**config.mk**
```make
export PLATFORM = sky130hd
export DESIGN_NAME = cdp1802_dma_responder
export DESIGN_NICKNAME = d
export VERILOG_FILES = /design/src/rtl/cdp1802_dma_responder.sv
export SDC_FILE = /design/constraint.sdc
export NUM_CORES = 1
export LEC_CHECK = 0
export BUFFER_PORTS_ARGS = -buffer_cell sky130_fd_sc_hd__buf_2
export CORE_ASPECT_RATIO = 1.2
export CORE_MARGIN = 10
export CORE_UTILIZATION = 55
export CTS_BUF_LIST = sky130_fd_sc_hd__clkbuf_8 sky130_fd_sc_hd__clkbuf_16
export CTS_CLUSTER_SIZE = 10
export DETAILED_ROUTE_END_ITERATION = 10
export HOLD_SLACK_MARGIN = 0.1
export PLACE_DENSITY = 0.95
export SLEW_MARGIN = 0
export SYNTH_ARGS = -nofsm -noshare
export SYNTH_HDL_FRONTEND = slang
export SYNTH_SLANG_ARGS = --single-unit
```
**constraint.sdc**
```tcl
create_clock -name clk -period 4 [get_ports clk]
set_clock_uncertainty 0.05 [all_clocks]
set_input_delay 0 -clock clk [delete_from_list [all_inputs] [get_ports clk]]
set_output_delay 0 -clock clk [all_outputs]
set_load 0.01 [all_outputs]
```
**src/rtl/cdp1802_dma_responder.sv**
```systemverilog
// CPU-side responder for 1861-style video DMA/interrupt cycles: steals S2/S3 machine cycles from the 1802 core.
// Optional DMA-in write path enabled by defining DMA_IN_EN.
module cdp1802_dma_responder #(
   parameter int TICKS_PER_CYCLE = 8,
   parameter int RD_TICK         = 2,
   parameter int LATCH_TICK      = 5
) (
   input  logic        clk,
   input  logic        reset,
   input  logic        clk_enable,
   input  logic [1:0]  core_sc,
   input  logic        core_last,
   input  logic        dma_out_n,
   input  logic        int_req,
   input  logic        ie_set,
   input  logic        ie_clr,
   input  logic        r0_load,
   input  logic [15:0] r0_value,
   input  logic [7:0]  mem_rdata,
`ifdef DMA_IN_EN
   input  logic        dma_in_n,
   input  logic [7:0]  dma_in_data,
   output logic        mem_wr,
   output logic [7:0]  mem_wdata,
`endif
   output logic [1:0]  sc,
   output logic        core_stall,
   output logic [15:0] mem_addr,
   output logic        mem_rd,
   output logic [7:0]  dma_data,
   output logic        dma_strobe,
   output logic        int_ack,
   output logic [15:0] r0,
   output logic        ie
);

   localparam int TW = (TICKS_PER_CYCLE > 1) ? $clog2(TICKS_PER_CYCLE) : 1;
   localparam logic [TW-1:0] LAST_TICK = TW'(TICKS_PER_CYCLE - 1);
   localparam logic [TW-1:0] RD_T      = TW'(RD_TICK);
   localparam logic [TW-1:0] LATCH_T   = TW'(LATCH_TICK);

   typedef enum logic [1:0] {ST_CORE, ST_S2, ST_S3} state_t;

   state_t        state_q, state_d;
   logic [TW-1:0] tick_q, tick_d;
   logic          dir_in_q, dir_in_d;
   logic [15:0]   r0_q, r0_d;
   logic          ie_q, ie_d;
   logic [1:0]    sc_q, sc_d;
   logic          core_stall_q, core_stall_d;
   logic [15:0]   mem_addr_q, mem_addr_d;
   logic          mem_rd_q, mem_rd_d;
   logic [7:0]    dma_data_q, dma_data_d;
   logic          dma_strobe_q, dma_strobe_d;
   logic          int_ack_q, int_ack_d;
   logic          mem_wr_q, mem_wr_d;
   logic [7:0]    mem_wdata_q, mem_wdata_d;
   logic          boundary;
   logic          decide;
   logic          in_req;
   logic [7:0]    in_data;

`ifdef DMA_IN_EN
   assign in_req  = ~dma_in_n;
   assign in_data = dma_in_data;
`else
   assign in_req  = 1'b0;
   assign in_data = 8'h00;
`endif

   // State register: every flop in the block, synchronous reset.
   always_ff @(posedge clk) begin
      if (reset) begin
         state_q      <= ST_CORE;
         tick_q       <= '0;
         dir_in_q     <= 1'b0;
         r0_q         <= 16'h0000;
         ie_q         <= 1'b1;
         sc_q         <= core_sc;
         core_stall_q <= 1'b0;
         mem_addr_q   <= 16'h0000;
         mem_rd_q     <= 1'b0;
         dma_data_q   <= 8'h00;
         dma_strobe_q <= 1'b0;
         int_ack_q    <= 1'b0;
         mem_wr_q     <= 1'b0;
         mem_wdata_q  <= 8'h00;
      end else begin
         state_q      <= state_d;
         tick_q       <= tick_d;
         dir_in_q     <= dir_in_d;
         r0_q         <= r0_d;
         ie_q         <= ie_d;
         sc_q         <= sc_d;
         core_stall_q <= core_stall_d;
         mem_addr_q   <= mem_addr_d;
         mem_rd_q     <= mem_rd_d;
         dma_data_q   <= dma_data_d;
         dma_strobe_q <= dma_strobe_d;
         int_ack_q    <= int_ack_d;
         mem_wr_q     <= mem_wr_d;
         mem_wdata_q  <= mem_wdata_d;
      end
   end

   // Requests are only looked at on the boundary tick; priority DMA-in > DMA-out > interrupt.
   always_comb begin
      boundary = clk_enable && (tick_q == LAST_TICK);
      decide   = boundary && (((state_q == ST_CORE) && (core_sc == 2'b01) && core_last) ||
                              (state_q == ST_S2));
      tick_d   = tick_q;
      state_d  = state_q;
      dir_in_d = dir_in_q;
      if (clk_enable) begin
         tick_d = boundary ? '0 : tick_q + 1'b1;
      end
      if (boundary && (state_q == ST_S3)) begin
         state_d = ST_CORE;
      end else if (decide) begin
         if (in_req) begin
            state_d  = ST_S2;
            dir_in_d = 1'b1;
         end else if (!dma_out_n) begin
            state_d  = ST_S2;
            dir_in_d = 1'b0;
         end else if (int_req && ie_q) begin
            state_d = ST_S3;
         end else begin
            state_d = ST_CORE;
         end
      end
   end

   // R0 belongs to the DMA pointer during S2; entering S3 clears IE ahead of any set/clear pulse.
   always_comb begin
      r0_d = r0_q;
      ie_d = ie_q;
      if (clk_enable) begin
         if ((state_q == ST_S2) && boundary) begin
            r0_d = r0_q + 16'h0001;
         end else if ((state_q != ST_S2) && r0_load) begin
            r0_d = r0_value;
         end
         if (boundary && (state_d == ST_S3)) begin
            ie_d = 1'b0;
         end else if (ie_clr) begin
            ie_d = 1'b0;
         end else if (ie_set) begin
            ie_d = 1'b1;
         end
      end
   end

   // Outputs are computed from the upcoming state/tick so they line up with the cycle they describe.
   always_comb begin
      sc_d         = sc_q;
      core_stall_d = core_stall_q;
      mem_addr_d   = mem_addr_q;
      mem_rd_d     = mem_rd_q;
      dma_data_d   = dma_data_q;
      dma_strobe_d = dma_strobe_q;
      int_ack_d    = int_ack_q;
      mem_wr_d     = mem_wr_q;
      mem_wdata_d  = mem_wdata_q;
      if (clk_enable) begin
         case (state_d)
            ST_S2:   sc_d = 2'b10;
            ST_S3:   sc_d = 2'b11;
            default: sc_d = core_sc;
         endcase
         core_stall_d = (state_d != ST_CORE);
         mem_addr_d   = (state_d == ST_S2) ? r0_d : 16'h0000;
         mem_rd_d     = (state_d == ST_S2) && !dir_in_d && (tick_d == RD_T);
         dma_strobe_d = (state_d == ST_S2) && !dir_in_d && (tick_d == LATCH_T);
         mem_wr_d     = (state_d == ST_S2) && dir_in_d && (tick_d == RD_T);
         int_ack_d    = (state_d == ST_S3) && (tick_d == '0);
         if (dma_strobe_d) begin
            dma_data_d = mem_rdata;
         end
         if (mem_wr_d) begin
            mem_wdata_d = in_data;
         end
      end
   end

   assign sc         = sc_q;
   assign core_stall = core_stall_q;
   assign mem_addr   = mem_addr_q;
   assign mem_rd     = mem_rd_q;
   assign dma_data   = dma_data_q;
   assign dma_strobe = dma_strobe_q;
   assign int_ack    = int_ack_q;
   assign r0         = r0_q;
   assign ie         = ie_q;
`ifdef DMA_IN_EN
   assign mem_wr     = mem_wr_q;
   assign mem_wdata  = mem_wdata_q;
`endif

endmodule

```
==> impl_results.md, run 1 <==
* CTS sink count at 53
* CTS tree: yes
* Via density at 6.11
* VDD IR-drop max at 254 µV
* Clk pin slew, worst setup/hold paths at 0.09 ns
* Initial antenna violation count at 0
* Total power at 0.00107 W
* RSZ-0062 raised after global routing: false
* Worst Setup End Kind: flip-flop
* Fin. max-slew vios at 0
* Post-DRT Antenna Nets at 0
* Cts repair resizes at 0
* Post-synthesis net count at 361
* Count of final hold-check violations at 0
* Clock Latency Late Sink at 0.31 ns
* Worst-case clock buffer depth at 2
* Final worst setup slack at 0.993 ns
* Max_cap viols at 0
* Number of buffers added on ports at 81
* GR Util met1 at 21.5%
* Chip height at 97.1 µm
* Finished Layout Cells at 481
* Antenna diodes at 0
* Synthesis-to-finish area growth at 29.5%
* Post-DP HPWL at 5830 µm
* Core Box Area at 4870 µm²
* CP arrival at 3.22 ns
* Number of I/O pins at 82
* Startpoint types: flip-flop
* Setup_tns at 0 ns
* Yosys warns at 0
* Final GP Congestion at 0.955
* Final setup viols at 0
* Total number of vias at 2939
* Initial DRT Pass Iterations at 5
* Post-synth ARST share at 0%
* Pwr/cell area at 302 nW/µm²
* Syn_area_per_cell at 8.51 µm²
* #FFs+latches synth at 53
* Post-synthesis sequential area ratio at 39.7%
* Synth cell types at 59
* FMAX at 333 MHz
* Worst min-delay path class: in2reg
* Final Cell Area at 3530 µm²
* Pre-CTS setup slack at 1.18 ns
* Synth Cell Area at 2720 µm²
* Slew @ Worst Pin at 0.811 ns
* Total grt overflow at 0
* Post-Place Cells at 444
* Initial DRC Count at 267
* # hold bufs at CTS at 29
* Post-synth EDFFs at 2
* Initial Utilization at 55.9%
* Crit path kind: reg2reg
* H-tree depth at 2
* GR Util All Layers at 20.2%
* Met3 global-route usage at 7.38%
* Slew HR at 45.9%
* Ys flop type: dfxtp_1
* Top Usage Layer GRT: met2
* Setup Buffers After CTS at 0
* Mapped Cells at 320
* Wire per inst at 17.9 µm
* Die area at 8180 µm²
* Number of global-route vias before repair at 3046
* Layout cells sized above 1 at 25.2%
* Residual DRC at 0
* CTS Root Cell: clkbuf_8
* Largest net degree at the start of global routing at 39
* Row count at 28
* Pleak at 1.58 nW
* Placed Area at 3120 µm²
* Final net count at 461
* First-pass GRT wire length at 14200 µm
* Post-Route WL at 8600 µm
* Status: complete, no violations
* Die width at 84.2 µm
* Tcrit/Tclk final at 75.2%
* CP Max Fanout at 9
* Met2 usage at 35.5%
* Worst EP required at 4.21 ns
* Fin crit period at 3.01 ns
* CTS Buf Count at 5
final timing paths:
kind	slack (ns)	cells after the start	endpoint	start
setup / recovery	0.99	10	ie$_SDFFE_PP1P_	tick_q[0]$_SDFF_PP0_
hold / removal	0.14	5	state_q[1]$_SDFF_PP0_	int_req
setup reg to reg	0.99	10	ie$_SDFFE_PP1P_	tick_q[0]$_SDFF_PP0_
hold reg to reg	0.39	2	mem_rd$_SDFFE_PP0P_	mem_rd$_SDFFE_PP0P_
layer usage:
layer	vias up	routed length, µm
met5	-	0
met4	0	179
met3	30	935
met2	177	4220
met1	1370	3270
li1	1362	-
registers in the layout, indices dropped and copies added (netlist names):
name and flops:
ie 1, mem_addr 16, mem_rd 1, int_ack 1, core_stall 1, sc 2
dir_in_q 1, tick_q 3, dma_strobe 1, r0 16, state_q 2, dma_data 8
worst max-delay path, stage by stage (launching register included):
cell and delay, ns:
dfxtp_1 0.40, ha_1 0.18, ha_1 0.32, nand2_1 0.15, o32ai_1 0.53, inv_1 0.09
ha_1 0.23, a21oi_1 0.19, nor2_1 0.06, o21ai_0 0.18, dlygate4sd3_1 0.58
cell usage in the layout, fill, tap and decap left out, drive strengths merged, types with 2 or more instances in the layout:
cell type / Yosys / routed
a22o: 5 / 5
a211oi: 6 / 6
a31oi: 3 / 3
mux2i: 13 / 13
a221oi: 3 / 3
buf: 13 / 84
mux2: 3 / 3
dfxtp: 51 / 51
nor3b: 2 / 2
o21ai: 23 / 23
nor2: 33 / 33
xnor2: 2 / 2
nor3: 6 / 6
a32o: 3 / 3
a21o: 5 / 5
xor2: 2 / 2
and3: 2 / 2
clkbuf: 7 / 7
ha: 6 / 6
edfxtp: 2 / 2
nand2: 40 / 40
nand4b: 2 / 2
nor2b: 5 / 5
and2: 4 / 4
a32oi: 2 / 2
a21oi: 15 / 15
o21bai: 2 / 2
nor4: 4 / 4
inv: 8 / 9
nand4: 7 / 7
or2: 2 / 2
o211ai: 6 / 6
a221o: 2 / 2
o31ai: 3 / 3
nand3: 14 / 14
a22oi: 2 / 2
dlygate4sd3: 0 / 29
cell type report:
class | count | area, µm²
fillers | 370 | 1340
repair buffers | 113 | 718
inverters | 9 | 33.8
clock inverters | 1 | 3.75
multi-input cells | 238 | 1510
clock buffers | 7 | 108
well taps | 60 | 75.1
flip-flops and latches | 53 | 1080
power by group:
| group | internal (W) | switching (W) |
|---|---|---|
| registers | 0.000544 | 0.0000211 |
| logic | 0.0000680 | 0.0000740 |
| clock network | 0.000177 | 0.000181 |
| total | 0.000789 | 0.000276 |
cell usage after synthesis (2+ instances only):
| cell | n | area share (%) |
|---|---|---|
| dfxtp_1 | 51 | 38 |
| nand2_1 | 40 | 5.5 |
| nor2_1 | 33 | 4.5 |
| o21ai_0 | 17 | 3.1 |
| a21oi_1 | 14 | 2.6 |
| nand3_1 | 14 | 2.6 |
| mux2i_1 | 13 | 4.8 |
| buf_2 | 9 | 1.7 |
| inv_1 | 8 | 1.1 |
| clkbuf_1 | 7 | 0.97 |
| ha_1 | 6 | 2.8 |
| o211ai_1 | 6 | 1.7 |
| o21ai_1 | 6 | 1.1 |
| a211oi_1 | 5 | 1.4 |
| a21o_1 | 5 | 1.4 |
| a22o_1 | 5 | 1.6 |
| nor2b_1 | 5 | 1.1 |
| nor3_1 | 5 | 0.92 |
| and2_1 | 4 | 0.92 |
| nand4_1 | 4 | 0.92 |
| a31oi_1 | 3 | 0.69 |
| a32o_1 | 3 | 1.1 |
| mux2_2 | 3 | 1.2 |
| nand4_2 | 3 | 1.4 |
| o31ai_1 | 3 | 0.83 |
| a221o_1 | 2 | 0.74 |
| a221oi_2 | 2 | 1.1 |
| a22oi_1 | 2 | 0.55 |
| a32oi_1 | 2 | 0.64 |
| and3_1 | 2 | 0.46 |
| buf_4 | 2 | 0.55 |
| edfxtp_1 | 2 | 2.2 |
| nand4b_1 | 2 | 0.64 |
| nor3b_1 | 2 | 0.55 |
| nor4_1 | 2 | 0.46 |
| nor4_2 | 2 | 0.92 |
| o21bai_1 | 2 | 0.55 |
| xnor2_1 | 2 | 0.64 |
| xor2_1 | 2 | 0.64 |
metrics by stage:
stage	hold slack, ns	util (%)
2_1_floorplan	0.0972	-
3_3_place_gp	0.181	64.2
3_5_place_dp	0.194	64.2
4_1_cts	0.141	72.4
5_1_grt	0.183	72.4
6_report	0.140	72.4
cells by family after synthesis:
kind of cell    after synthesis  synth area share [%]
compound gates               86                  22.0
buf+inv                      29                  4.96
simple gates                126                  23.3
fa+ha+maj                     6                  2.76
mux                          16                  6.02
xor+xnor                      4                  1.29
flops                        53                  39.7
Note: power is estimated with default switching activity, not from simulation.
==> run 2: changes to the inputs <==
- ABC_AREA: default -> 1
- CORE_UTILIZATION: 55 -> 51
- PLACE_DENSITY: 0.95 -> 0.89
- clock period: 4 -> 2.9 ns (I/O delays scaled with it)
==> run 2 against run 1 <==
Effect of this change:
- area after synthesis increased by 0.92%
- setup slack worse by 0.83 ns
- global-route usage down 0.63 points
- register-to-register slack got worse by 0.83 ns
- largest power group unchanged
==> impl_results.md, run 2 <==
* Synth cell types at 31 (-47%)
* CTS Root Cell: clkbuf_8
* Initial antenna violation count at 1 (+1)
* VDD IR-drop max at 314 µV (+24%)
* Mapped Cells at 411 (+28%)
* Slew HR at 40.5% (-5.4 points)
* Final worst setup slack at 0.159 ns (-0.834 ns)
* Final setup viols at 0 (unchanged)
* Top cells by count, synth: 130 x nand2_1, 54 x inv_1, 51 x dfxtp_1
* Setup Buffers After CTS at 0 (unchanged)
* Largest net degree at the start of global routing at 23 (-41%)
* Yosys warns at 0 (unchanged)
* Slew @ Worst Pin at 0.889 ns (+0.0773 ns)
* Worst Setup End Kind: flip-flop
* Path depth of the worst reg2reg path at 13 (+3)
* Number of global-route vias before repair at 3055 (+0.30%)
* Final core area utilization at 68.8% (-3.6 points)
* RSZ-0062 raised after global routing: false
* First-pass GRT wire length at 14100 µm (-0.39%)
* Top Usage Layer GRT: met2
* Post-Route WL at 8720 µm (+1.3%)
* CP arrival at 2.90 ns (-0.32 ns)
* CTS tree: yes
* Status: complete, no violations
* GR Util All Layers at 19.5% (-0.63 points)
* Reg2reg start: tick_q[0]$_SDFF_PP0_
* Number of buffers added on ports at 81 (unchanged)
* Residual DRC at 0 (unchanged)
* Setup_tns at 0 ns (unchanged)
* Met2 usage at 34.1% (-1.4 points)
* Post-synthesis sequential area ratio at 39.3% (-0.36 points)
* #FFs+latches synth at 53 (unchanged)
* Worst EP required at 3.06 ns (-1.15 ns)
* Post-synth EDFFs at 2 (unchanged)
* Worst-case clock buffer depth at 2 (unchanged)
* Fin crit period at 2.74 ns (-0.266 ns)
* Worst R2R End: ie$_SDFFE_PP1P_
* Clock Latency Late Sink at 0.32 ns (about the same)
* Fin. max-slew vios at 0 (unchanged)
* Met3 global-route usage at 5.27% (-2.1 points)
* H-tree depth at 2 (unchanged)
* CP Max Fanout at 5 (-4)
* Hold endpoint: r0[0]$_SDFF_PP0_
* Hold_sp: r0_value[0]
* GR Util met1 at 21.6% (+0.15 points)
* Tcrit/Tclk final at 94.5% (+19 points)
* Top cell type's share of synthesized area at 37.2% (-0.34 points)
* Post-synth ARST share at 0% (unchanged)
* Core Box Area at 5260 µm² (+8.0%)
* Syn_area_per_cell at 6.69 µm² (-21%)
* Critical Path, Cell by Cell: ha_1 -> ha_2 -> nand2_1 -> inv_2 -> nand2_1 -> a21oi_2 -> nand4_1 -> a21oi_2 -> ha_2 -> a221oi_1 -> dlygate4sd3_1 -> nor2_1 -> inv_1
* Final net count at 560 (+21%)
* Post-DRT Antenna Nets at 0 (unchanged)
* Number of I/O pins at 82 (unchanged)
* Pleak at 1.78 nW (+13%)
* Total grt overflow at 0 (unchanged)
* Clk pin slew, worst setup/hold paths at 0.09 ns (about the same)
* Crit path kind: reg2reg
* Die width at 87.0 µm (+3.3%)
* Chip height at 100 µm (+3.4%)
* Pre-CTS setup slack at 0.101 ns (-1.08 ns)
* Post-DP HPWL at 5890 µm (+1.1%)
* Crit-path max cell delay at 0.58 ns (about the same)
* Area leader, netlist: dfxtp_1
* Ys flop type: dfxtp_1
* Row count at 29 (+3.6%)
* Synthesis-to-finish area growth at 31.7%
* Top-count cell post-synth: nand2_1
* Max_cap viols at 0 (unchanged)
* Initial DRC Count at 237 (-11%)
* Pwr/cell area at 410 nW/µm² (+36%)
* Synth Cell Area at 2750 µm² (+0.92%)
* Initial DRT Pass Iterations at 6 (+1)
* Filler cells at 425 (+15%)
* Total number of vias at 3190 (+8.5%)
* Wire per inst at 14.9 µm (-16%)
* Layout cells sized above 1 at 21.0% (-4.2 points)
* CTS sink count at 53 (unchanged)
* CP max stage cell: dlygate4sd3_1
* Via density at 5.47 (-10%)
* Min-Delay Path Depth at 5 (unchanged)
* Reg2Reg Setup Slack at 0.16 ns (-0.83 ns)
* Count of final hold-check violations at 0 (unchanged)
* Initial Utilization at 52.2% (-3.7 points)
* Synth top area cells: dfxtp_1 37%, nand2_1 18%, inv_1 7.4%, nand3_1 5.8%, o21ai_0 5.6%
* Final GP Congestion at 0.916 (-4.0%)
* Die area at 8740 µm² (+6.8%)
* Startpoint types: flip-flop
* WHS at 0.149 ns (+0.00856 ns)
* Worst min-delay path class: in2reg
* FMAX at 365 MHz (+9.7%)
* Most frequent cells in the layout: 130 x nand2_1, 81 x buf_2, 54 x inv_1
* Post-synthesis net count at 452 (+25%)
* CTS Buf Count at 5 (unchanged)
* Most common cell after layout, fill and taps aside: nand2_1
## run 2: worst max-delay path by stage
stage | startpoint | slack (ns) | endpoint
2_1_floorplan | tick_q[0]$_SDFF_PP0_ | 0.52 | sc[0]$_DFFE_PP_
3_3_place_gp | tick_q[0]$_SDFF_PP0_ | 0.24 | dma_data[0]$_SDFFE_PP0P_
3_5_place_dp | tick_q[0]$_SDFF_PP0_ | 0.10 | mem_addr[4]$_SDFFE_PP0P_
4_1_cts | tick_q[0]$_SDFF_PP0_ | 0.09 | mem_addr[1]$_SDFFE_PP0P_
5_1_grt | tick_q[1]$_SDFF_PP0_ | 0.002 | ie$_SDFFE_PP1P_
6_report | tick_q[0]$_SDFF_PP0_ | 0.16 | ie$_SDFFE_PP1P_
## run 2: cells by family (layout without fill, tap and decap cells)
kind of cell,count (synthesis),in the layout,share of synthesized area (%)
DFF,53,53,39.3
buffers and inverters,70,179,10.2
adders and majority gates,6,6,2.73
other,0,1,0
and+or+nand+nor,224,224,35.3
muxes,1,1,0.410
AOI/OAI and AO/OA,57,57,12.0
## run 2: where the power goes
part / switching (W) / internal (W)
clock network: 0.000261 / 0.000259
registers: 0.0000223 / 0.000751
logic: 0.000105 / 0.0000853
total: 0.000388 / 0.00109
## run 2: layer usage
layer	vias up	share of wire, %
li1	1543	-
met1	1462	38
met2	157	51
met3	28	8.7
met4	0	3.0
met5	-	0
## run 2: repair_timing
item,in CTS,in global routing
gates resized for setup,0,7
setup endpoints to repair,0,15
endpoints found under the hold margin,47,0
hold buffers,30,0
## run 2: cell type report
cell class | instances | area (µm²) | share of cell area [%]
Tap cell | 62 | 77.6 | 2.14
Inverter | 58 | 218 | 6.02
Clock buffer | 5 | 68.8 | 1.90
Timing Repair Buffer | 113 | 721 | 19.9
Antenna cell | 1 | 2.50 | 0.0692
Sequential cell | 53 | 1080 | 29.9
Clock inverter | 3 | 46.3 | 1.28
Multi-Input combinational cell | 288 | 1400 | 38.8
## run 2: critical path, delay by kind of cell, from the launching register on
kind,cells,cell delay (ns)
AND/OR/NAND/NOR,4,0.44
AO/OA/AOI/OAI,3,0.46
buffers and inverters,3,0.73
adder cells (fa/ha/maj),3,0.61
flip-flops,1,0.37
## run 2: per-stage QoR
stage | power, W | instance area, µm² | instances
2_1_floorplan | 0.000876 | 2750 | 411
3_3_place_gp | 0.000938 | 3180 | 544
3_5_place_dp | 0.000942 | 3180 | 544
4_1_cts | 0.00148 | 3600 | 582
5_1_grt | 0.00153 | 3620 | 583
6_report | 0.00148 | 3620 | 583
==> run 3: changes to the inputs <==
- clock period: 2.9 -> 2.8 ns (I/O delays scaled with it)
==> run 3 against run 2 <==
Effect of this change:
- clock power increased by 22%
- routed wire length down 2.5%
- die area did not move
- sequential cell count unchanged
- register-to-register slack lost 0.02 ns
- count of clock-buffer cells in the layout unchanged
- critical endpoint is now sc[0]$_DFFE_PP_
- largest cell class unchanged
- largest power group unchanged
==> impl_results.md, run 3 (synthesized netlist as in run 2, its figures left out) <==
* Final net count at 561 (+0.18%)
* Most common cell after layout, fill and taps aside: nand2_1
* Post-DP HPWL at 5930 µm (+0.60%)
* Final worst setup slack at 0.137 ns (-0.0215 ns)
* Filler cells at 410 (-3.5%)
* CTS tree: yes
* Worst EP required at 2.83 ns (-0.23 ns)
* Row count at 29 (unchanged)
* Count of final hold-check violations at 0 (unchanged)
* Met2 usage at 33.9% (-0.17 points)
* Crit path buffers/inverters at 2 (-1)
* Synthesis-to-finish area growth at 32.9%
* Die area at 8740 µm² (unchanged)
* Total grt overflow at 0 (unchanged)
* Core Box Area at 5260 µm² (unchanged)
* CTS Root Cell: clkbuf_8
* Initial antenna violation count at 0 (-1)
* Wire per inst at 14.6 µm (-2.5%)
* Fin. max-slew vios at 0 (unchanged)
* GR Util met1 at 21.3% (-0.30 points)
* Total power at 0.00163 W (+9.9%)
* Worst min-delay path class: in2reg
* CP delay by family, top: adder cells
* Fin crit period at 2.66 ns (-0.0785 ns)
* VDD IR-drop max at 275 µV (-12%)
* Post-DRT Antenna Nets at 0 (unchanged)
* Crit path kind: reg2reg
* Chip height at 100 µm (unchanged)
* Clk pin slew, worst setup/hold paths at 0.10 ns (about the same)
* Placed Area at 3190 µm² (+0.24%)
* H-tree depth at 2 (unchanged)
* Slew @ Worst Pin at 0.879 ns (-0.00912 ns)
* Reg2Reg Setup Slack at 0.14 ns (-0.02 ns)
* CP Max Fanout at 5 (unchanged)
* Number of buffers added on ports at 81 (unchanged)
* Initial DRC Count at 228 (-3.8%)
* First-pass GRT wire length at 14200 µm (+0.34%)
* Worst Setup End Kind: flip-flop
* GR Util All Layers at 19.5% (about the same)
* Met3 global-route usage at 5.83% (+0.57 points)
* CTS Buf Count at 5 (unchanged)
* Final core area utilization at 69.4% (+0.62 points)
* Most frequent cells in the layout: 129 x nand2_1, 81 x buf_2, 54 x inv_1
* Tcrit/Tclk final at 95.1% (+0.57 points)
* Residual DRC at 0 (unchanged)
* Largest net degree at the start of global routing at 23 (unchanged)
* Number of I/O pins at 82 (unchanged)
* Startpoint types: flip-flop
* Worst-case clock buffer depth at 2 (unchanged)
* Via density at 5.38 (-1.6%)
* CP max stage cell: dfxtp_1
* Post-Route WL at 8500 µm (-2.5%)
* Clock Latency Late Sink at 0.32 ns (about the same)
* Pre-CTS setup slack at -0.0293 ns (-0.130 ns)
* Crit-path max cell delay at 0.38 ns (-0.20 ns)
* Critical Path, Cell by Cell: ha_1 -> ha_2 -> nand2_2 -> inv_2 -> nand2_1 -> a21oi_2 -> nand4_1 -> a21oi_2 -> inv_1 -> ha_1 -> nand2_1 -> mux2_2
* Layout cells sized above 1 at 20.7% (-0.23 points)
* Max_cap viols at 0 (unchanged)
* Antenna diodes at 0 (-1)
* Final GP Congestion at 0.917 (+0.11%)
* Status: complete, no violations
* Pleak at 1.80 nW (+1.3%)
* Die width at 87.0 µm (unchanged)
* Final Cell Area at 3650 µm² (+0.90%)
* Initial Utilization at 52.2% (unchanged)
* FMAX at 376 MHz (+2.9%)
* RSZ-0062 raised after global routing: false
* Final setup viols at 0 (unchanged)
* Slew HR at 41.2% (+0.61 points)
* Initial DRT Pass Iterations at 6 (unchanged)
* CTS sink count at 53 (unchanged)
* Number of global-route vias before repair at 3066 (+0.36%)
* Top Usage Layer GRT: met2
* CP arrival at 2.69 ns (-0.21 ns)
* Pwr/cell area at 446 nW/µm² (+9.0%)
* Total number of vias at 3139 (-1.6%)
## run 3: changes by cell type in the layout (fill, tap and decap cells not counted), sizes merged
cell and delta:
bufinv +1, inv +1, clkinvlp -1, buf +1, diode -1, clkinv -1
## run 3: path summary, 6_finish.rpt
path	startpoint	to	cells past startpoint
hold / removal	r0_value[0]	r0[0]$_SDFF_PP0_	5
setup reg to reg	tick_q[0]$_SDFF_PP0_	sc[0]$_DFFE_PP_	12
setup / recovery	tick_q[0]$_SDFF_PP0_	sc[0]$_DFFE_PP_	12
hold reg to reg	mem_addr[15]$_SDFFE_PP0P_	mem_addr[15]$_SDFFE_PP0P_	2
## run 3: power breakdown
part | leakage, nW | internal, W | total [W] | switching, W
registers | 0.434 | 0.000777 | 0.000799 | 0.0000221
clock network | 0.0687 | 0.000360 | 0.000634 | 0.000274
logic | 1.30 | 0.0000877 | 0.000197 | 0.000109
## run 3: worst reg2reg max path: stages (launching register included)
cell	delay [ns]
dfxtp_1	0.38
ha_1	0.18
ha_2	0.22
nand2_2	0.10
inv_2	0.08
nand2_1	0.06
a21oi_2	0.17
nand4_1	0.12
a21oi_2	0.19
inv_1	0.13
ha_1	0.28
nand2_1	0.10
mux2_2	0.36
## run 3: timing repair
| item | CTS | global route |
|---|---|---|
| pin swaps | 0 | 0 |
| hold endpoints to repair | 46 | 0 |
| endpoints found under the setup margin | 14 | 15 |
| hold buffers | 30 | 0 |
| setup buffers | 0 | 0 |
| resized for setup | 1 | 4 |
## run 3: layout make-up
type | instances | area, µm² | area share (%)
clock buffer | 5 | 68.8 | 1.88
clock inverter | 3 | 68.8 | 1.88
inverter | 58 | 218 | 5.96
multi-input combinational | 288 | 1410 | 38.6
sequential | 53 | 1080 | 29.6
tap | 62 | 77.6 | 2.12
timing repair buffer | 114 | 728 | 19.9
## run 3: per-layer routing
metal / vias up / wire length (µm)
met2: 142 / 4270
met5: - / 0
met1: 1438 / 3190
li1: 1537 / -
met4: 0 / 233
met3: 22 / 810
## run 3: through the flow
stage          hold slack, ns  std cells  setup TNS, ns
3_5_place_dp            0.252        545         -0.169
5_1_grt                 0.221        583              0
2_1_floorplan           0.130        411              0
3_3_place_gp            0.248        545              0
4_1_cts                 0.174        583              0
6_report                0.202        583              0
